**src/rtl/muldiv_hilo_unit.sv**
```systemverilog
// Iterative MIPS multiply/divide unit with architectural HI/LO registers.
// One multiplier or quotient bit per cycle: 32 CALC cycles plus one FIX cycle for sign correction.
module muldiv_hilo_unit #(
  parameter int WIDTH = 32
) (
  input  logic             clk_i,
  input  logic             rst_i,
  input  logic             start_i,
  input  logic [1:0]       op_i,
  input  logic [WIDTH-1:0] rs_data_i,
  input  logic [WIDTH-1:0] rt_data_i,
  input  logic             mthi_i,
  input  logic             mtlo_i,
  input  logic [WIDTH-1:0] wdata_i,
  output logic             busy_o,
  output logic             done_o,
  output logic [WIDTH-1:0] hi_o,
  output logic [WIDTH-1:0] lo_o
);

  localparam logic [1:0] IDLE = 2'd0;
  localparam logic [1:0] CALC = 2'd1;
  localparam logic [1:0] FIX  = 2'd2;

  localparam logic [WIDTH-1:0]   ONE_W  = {{(WIDTH-1){1'b0}}, 1'b1};
  localparam logic [2*WIDTH-1:0] ONE_DW = {{(2*WIDTH-1){1'b0}}, 1'b1};

  logic [1:0]         state_q, state_d;
  logic [4:0]         cnt_q, cnt_d;
  logic               is_div_q, is_div_d;
  logic               neg_q, neg_d;
  logic               rem_neg_q, rem_neg_d;
  logic               dvz_q, dvz_d;
  logic [WIDTH-1:0]   op_a_q, op_a_d;
  logic [2*WIDTH-1:0] acc_q, acc_d;
  logic [WIDTH-1:0]   rem_q, rem_d;
  logic [WIDTH-1:0]   raw_q, raw_d;
  logic [WIDTH-1:0]   hi_q, hi_d;
  logic [WIDTH-1:0]   lo_q, lo_d;
  logic               done_q, done_d;

  logic               sgn, rs_neg, rt_neg;
  logic [WIDTH-1:0]   rs_mag, rt_mag;
  logic [WIDTH:0]     sum, shifted, trial;
  logic [WIDTH-1:0]   quot, rmd;
  logic [2*WIDTH-1:0] prod;

  // For multiply, op_a holds the multiplicand and acc = {partial product, multiplier}.
  // For divide, op_a holds the divisor and acc[WIDTH-1:0] shifts dividend bits out as quotient bits shift in.
  always_comb begin
    state_d   = state_q;
    cnt_d     = cnt_q;
    is_div_d  = is_div_q;
    neg_d     = neg_q;
    rem_neg_d = rem_neg_q;
    dvz_d     = dvz_q;
    op_a_d    = op_a_q;
    acc_d     = acc_q;
    rem_d     = rem_q;
    raw_d     = raw_q;
    hi_d      = hi_q;
    lo_d      = lo_q;
    done_d    = 1'b0;

    sgn     = ~op_i[0];
    rs_neg  = sgn & rs_data_i[WIDTH-1];
    rt_neg  = sgn & rt_data_i[WIDTH-1];
    rs_mag  = rs_neg ? (~rs_data_i + ONE_W) : rs_data_i;
    rt_mag  = rt_neg ? (~rt_data_i + ONE_W) : rt_data_i;

    sum     = {1'b0, acc_q[2*WIDTH-1:WIDTH]} + (acc_q[0] ? {1'b0, op_a_q} : '0);
    shifted = {rem_q, acc_q[WIDTH-1]};
    trial   = shifted - {1'b0, op_a_q};

    quot    = neg_q ? (~acc_q[WIDTH-1:0] + ONE_W) : acc_q[WIDTH-1:0];
    rmd     = rem_neg_q ? (~rem_q + ONE_W) : rem_q;
    prod    = neg_q ? (~acc_q + ONE_DW) : acc_q;

    case (state_q)
      IDLE: begin
        if (mthi_i) hi_d = wdata_i;
        if (mtlo_i) lo_d = wdata_i;
        if (start_i) begin
          is_div_d  = op_i[1];
          neg_d     = rs_neg ^ rt_neg;
          rem_neg_d = rs_neg;
          dvz_d     = (rt_data_i == '0);
          raw_d     = rs_data_i;
          rem_d     = '0;
          cnt_d     = 5'd31;
          state_d   = CALC;
          if (op_i[1]) begin
            op_a_d = rt_mag;
            acc_d  = {{WIDTH{1'b0}}, rs_mag};
          end else begin
            op_a_d = rs_mag;
            acc_d  = {{WIDTH{1'b0}}, rt_mag};
          end
        end
      end
      CALC: begin
        if (is_div_q) begin
          // A set top bit of the trial difference means it borrowed, so the shifted remainder is kept.
          rem_d              = trial[WIDTH] ? shifted[WIDTH-1:0] : trial[WIDTH-1:0];
          acc_d[WIDTH-1:0]   = {acc_q[WIDTH-2:0], ~trial[WIDTH]};
        end else begin
          acc_d = {sum, acc_q[WIDTH-1:1]};
        end
        if (cnt_q == 5'd0) begin
          state_d = FIX;
        end else begin
          cnt_d = cnt_q - 5'd1;
        end
      end
      FIX: begin
        if (is_div_q) begin
          if (dvz_q) begin
            lo_d = '1;
            hi_d = raw_q;
          end else begin
            lo_d = quot;
            hi_d = rmd;
          end
        end else begin
          hi_d = prod[2*WIDTH-1:WIDTH];
          lo_d = prod[WIDTH-1:0];
        end
        done_d  = 1'b1;
        state_d = IDLE;
      end
      default: state_d = IDLE;
    endcase
  end

  always_ff @(posedge clk_i) begin
    if (rst_i) begin
      state_q   <= IDLE;
      cnt_q     <= '0;
      is_div_q  <= 1'b0;
      neg_q     <= 1'b0;
      rem_neg_q <= 1'b0;
      dvz_q     <= 1'b0;
      op_a_q    <= '0;
      acc_q     <= '0;
      rem_q     <= '0;
      raw_q     <= '0;
      hi_q      <= '0;
      lo_q      <= '0;
      done_q    <= 1'b0;
    end else begin
      state_q   <= state_d;
      cnt_q     <= cnt_d;
      is_div_q  <= is_div_d;
      neg_q     <= neg_d;
      rem_neg_q <= rem_neg_d;
      dvz_q     <= dvz_d;
      op_a_q    <= op_a_d;
      acc_q     <= acc_d;
      rem_q     <= rem_d;
      raw_q     <= raw_d;
      hi_q      <= hi_d;
      lo_q      <= lo_d;
      done_q    <= done_d;
    end
  end

  assign busy_o = (state_q != IDLE);
  assign done_o = done_q;
  assign hi_o   = hi_q;
  assign lo_o   = lo_q;

endmodule

```
**config.mk**
```make
export PLATFORM = sky130hd
export DESIGN_NAME = muldiv_hilo_unit
export DESIGN_NICKNAME = d
export VERILOG_FILES = /design/src/rtl/muldiv_hilo_unit.sv
export SDC_FILE = /design/constraint.sdc
export NUM_CORES = 1
export LEC_CHECK = 0
export ABC_CLOCK_PERIOD_IN_PS = 4400
export CAP_MARGIN = 0
export CORE_ASPECT_RATIO = 0.8
export CORE_MARGIN = 2
export CORE_UTILIZATION = 35
export DETAILED_ROUTE_END_ITERATION = 10
export GPL_TIMING_DRIVEN = 0
export PLACE_DENSITY = 0.61
export SLEW_MARGIN = 20
export SYNTH_ARGS = -nofsm -noshare
export SYNTH_HDL_FRONTEND = slang
export SYNTH_SLANG_ARGS = --single-unit
```
**constraint.sdc**
```tcl
create_clock -name clk_i -period 4.4 [get_ports clk_i]
set_input_delay 0.44 -clock clk_i [delete_from_list [all_inputs] [get_ports clk_i]]
set_output_delay 0.44 -clock clk_i [all_outputs]
set_load 0.05 [all_outputs]
```
Yosys cells after proc, flatten, opt, wreduce, memory -nomap -nowiden --
Cells that the tools add are included.
Storage, ports and cells: register bits after elaboration 236, input port bits 103, output and inout port bits 66, logic and storage cells 86
Cells by class: $add $sub $neg 8, equality and inequality tests 9, mux-type cells 31, bitwise gates (word level) 10, reduce and logical (&&, ||, !) cells 14
Operators by type and width (number):
- $mux W32 | 18
- $pmux W32 S2 | 3
- $add A32 B1 Y32 const B | 4
- $mux W64 | 2
- $not A32 Y32 | 4
- $pmux W64 S2 | 1
- $add A64 B1 Y64 const B | 1
- $not A64 Y64 | 1
- $add A32 B32 Y33 | 1
- $sub A33 B32 Y33 | 1
- $logic_not A32 Y1 | 1
- $ne A2 B2 Y1 const B | 7
- $mux W5 | 2
- $pmux W5 S2 | 1
- $reduce_and A2 Y1 | 5
- $reduce_and A3 Y1 | 3
- $reduce_bool A2 Y1 | 3
- $logic_not A5 Y1 | 1
- $sub A5 B1 Y5 const B | 1
- $mux W2 | 2
- $pmux W2 S2 | 1
- $and A1 B1 Y1 | 2
- $eq A2 B1 Y1 const B | 1
- $eq A2 B2 Y1 const B | 1
- 4 further kinds | 5

Logic depth before layout (Yosys ltp) --
depth in word-level cells 6, gate-level depth with buffers 14, mapped depth without buffers 13

Least setup slack after synthesis --
OpenSTA, ideal clock, no wires.
kind reg2reg, start point register acc_q[31], end point register rem_q[1], setup time 0.117 ns, arrival 2.865 ns, required time 4.283 ns, slack 1.417 ns, stages on the path, launching flop included 14, path buffers 1, period minus slack after synthesis 2.983 ns, cells stage by stage dfxtp_1 inv_1 ha_1 fa_1 nor2b_1 o31a_1 o21a_1 a41oi_2 o21a_1 o21ai_1 xnor2_1 buf_2 nand2_1 a32o_1
On the way: cells in the longest elaborated chain, start to end 4
RTL lines:
- start, declared | line 35 | logic [2*WIDTH-1:0] acc_q, acc_d;
- start signal, assigned | line 144 | acc_q <= '0;
- start signal, assigned | line 158 | acc_q <= acc_d;
- $sub A33 B32 Y33 | line 73 | trial = shifted - {1'b0, op_a_q};
- $mux W32 | line 104 | rem_d = trial[WIDTH] ? shifted[WIDTH-1:0] : trial[WIDTH-1:0];
- $mux W32 | line 102 | if (is_div_q) begin
- $pmux W32 S2 | line 79 | case (state_q)
- end signal, assigned | line 159 | rem_q <= rem_d;
- end, declared | line 36 | logic [WIDTH-1:0] rem_q, rem_d;
No other way between the ends. The select of a mux whose other input is x is not followed. A chain may end at the register's enable or synchronous reset.

Worst setup path after layout --
start point register acc_q[31], end point register rem_q[5]
Same word-level chain as after synthesis.

==> flow_summary.toml <==
[worst_setup_path]
critPathSlowestCell = "dfxtp_1"
worstSetupStartpointType = "register"
crit_required_ns = 4.90
path_class = "register to register"
crit_path_max_fanout = 10
cp_cell_sequence = "inv_1 > ha_1 > fa_1 > nor2b_1 > o31a_1 > o21a_1 > a41oi_2 > o21a_1 > o21ai_1 > xor2_1 > buf_2 > buf_2 > nand3_1 > nand3_1"
cp_data_arrival_time_ns = 4.55
critPathCaptureType = "register"
worst_path_largest_cell_delay_ns = 0.43

[synthesis]
ys_seq_area_share_pct = 27.3
ys_warn_count = 0
synth_fa_ha_area_share_pct = 5.29
synth_edf_count = 0
yosys-mux-area-fraction_pct = 2.80
synth_area_leader_cell = "dfxtp_1"
synth_seq_cells = 236
syn-cell-area_sq_mm = 0.0173
synth_nets = 2498
synth-main-ff-cell = "dfxtp_1"
synth_xor_area_share_pct = 10.1
netlist_instances = 2323
synth_top_family_by_area = "compound AO/OA/AOI/OAI gates"
synth_area_leaders = "dfxtp_1 (27%), nand2_1 (6.3%), a21oi_1 (6.2%), xnor2_1 (5.5%), ha_1 (5.1%)"
synth.most_common_cell = "nand2_1"
synthArstFlopShare_pct = 0
synth_cell_types = 78
synth_top_area_share_pct = 27.3
synth-compound-area-share_pct = 27.3
syn_avg_cell_area_sq_um = 7.46
synth-simple-area-share_pct = 22.2
synthTopCellsByCount = "nand2_1 (292), dfxtp_1 (236), a21oi_1 (216), nor2_1 (212)"

[detailed_routing]
drt_iter0_drc = 2236
num_vias = 19300
drcViolationCount = 0
routed_via_density = 6.08
ant_nets = 0
wl_um = 80300
wl_per_cell_um = 25.3
firstDrtPassIters = 6

[timing]
fin_hold_ws_ns = 0.445
setup_tns_ns = 0
fin_skew_ns = 0.0348
max_clock_freq_ghz = 0.247
min_period_over_period_pct = 92.1
rsz0062_at_grt = "no"
finalHoldViolCount = 0
slew_violations = 0
fin_crit_ns = 4.05
setup_ws_ns = 0.347
tightest_slew_ns = 1.06
finalSetupViolations = 0
relSlewSlack_pct = 28.5

[job]
maxCapViolCount = 0

[power]
p_leak_nw = 7.81
p_total_w = 0.00701
vdd.ir_drop.worst_mv = 0.271
power.density_mw_per_mm2 = 337

[die]
rows = 72
dieArea_sq_mm = 0.0513
fp.dieH_um = 203
die_w_um = 253
io_pins = 169
start_util_pct = 35.6
core_area_sq_mm = 0.0486

[place]
dp_hpwl_um = 65800
place.gp.congestion = 0.992
placed_area_sq_mm = 0.0198
dpl_worst_slack_ns = 0.500
io_buffers = 167

[finish]
syn2layout_area_growth_pct = 20.0
diodes = 0
drive_above_1_share_pct = 3.66
final_nets = 2694
design_area_sq_mm = 0.0208

[global_route]
grt_pass1_vias = 17500
antenna_found_initial = 2
gr-usage-all-layers_pct = 30.4
grt_max_degree = 15
grt_overflow_total = 0
grt_pass1_wl_um = 117000

[clock_tree]
clock_latency_ns = 0.59
cts-buffers-inserted = 27
clockBufferDepth = 3
clockRootBuffer = "clkbuf_16"
post_cts_resized = 0
holdBufCountCts = 0
clk_pin_slew_ns = 0.06
cts_setup_buffers = 0
h-tree-depth = 1
cts_sinks = 236
cts_tree = "done"

[status]
status = "complete, no violations"

[hold_path]
hp-class = "register to register"
## power breakdown
group | switching (W) | internal, W
clock network | 0.00105 | 0.00154
registers | 0.000155 | 0.00229
logic | 0.00132 | 0.000657
## cell families after synthesis
group	after synthesis
AO/OA/AOI/OAI	722
XOR/XNOR	199
adder cells (fa/ha/maj)	72
buffers and inverters	230
flip-flops	236
multiplexers	48
AND/OR/NAND/NOR	816
## metal layers
metal,global-route usage [%],share of wire [%],wire (um),up-vias
met2,43.0,39,31600,1035
li1,-,-,-,8865
met3,6.62,11,8620,116
met1,45.4,47,37500,9260
met5,0,0,0,-
met4,8.94,3.1,2480,0
## layout make-up
| class | instances | area (sq um) |
|---|---|---|
| Buffer | 155 | 598 |
| Sequential cell | 236 | 4720 |
| Inverter | 75 | 282 |
| Timing Repair Buffer | 167 | 1670 |
| Tap cell | 629 | 787 |
| Fill cell | 4936 | 27900 |
| Clock buffer | 31 | 721 |
| Multi-Input combinational cell | 1857 | 11700 |
| Clock inverter | 18 | 282 |
## layout by cell type (no fill, tap or decap), types with 27 or more instances in the layout
master	Yosys	routed
o31ai_1	36	36
xnor2_1	109	109
o211ai_1	34	34
clkdlybuf4s50_1	0	167
nor2_1	212	212
mux2i_1	45	45
dfxtp_1	236	236
nor3_1	50	49
xor2_1	90	90
a211oi_1	77	77
ha_1	70	70
a21o_1	27	27
clkbuf_16	0	27
inv_1	74	74
o21ai_0	128	128
clkbuf_1	128	129
nand3_1	91	91
nand2_1	292	292
o221ai_1	36	36
a21oi_1	216	216
## registers in the layout, indices dropped and copies added (netlist names)
register	count
acc_q	64
lo_o	32
state_q	2
neg_q	1
op_a_q	32
done_o	1
cnt_q	5
dvz_q	1
rem_neg_q	1
raw_q	32
is_div_q	1
hi_o	32
rem_q	32
## worst max-delay path, delay by kind of cell, from the launching register on
family | cells | cell delay (ns)
AOI/OAI and AO/OA | 5 | 1.39
xor gates and xnor gates | 1 | 0.20
adders and majority gates | 2 | 0.69
buffers and inverters | 3 | 0.85
DFF | 1 | 0.43
and+or+nand+nor | 3 | 0.41
## through the flow
| step | utilization (%) | cells |
|---|---|---|
| final | 42.7 | 3168 |
| after global routing | 42.7 | 3168 |
| after CTS | 42.7 | 3168 |
| after detailed placement | 40.7 | 3119 |
| after global placement | 40.7 | 3119 |
| after floorplan | - | 2323 |
## final timing paths
check | slack, ns | from | to | cells after the start
worst min-delay path | 0.44 | hi_o[21] | hi_o[21] | 2
worst max register to register | 0.35 | acc_q[31] | rem_q[5] | 14
worst min register to register | 0.44 | hi_o[21] | hi_o[21] | 2
worst max-delay path | 0.35 | acc_q[31] | rem_q[5] | 14
Power figures use the tool's default switching activity.
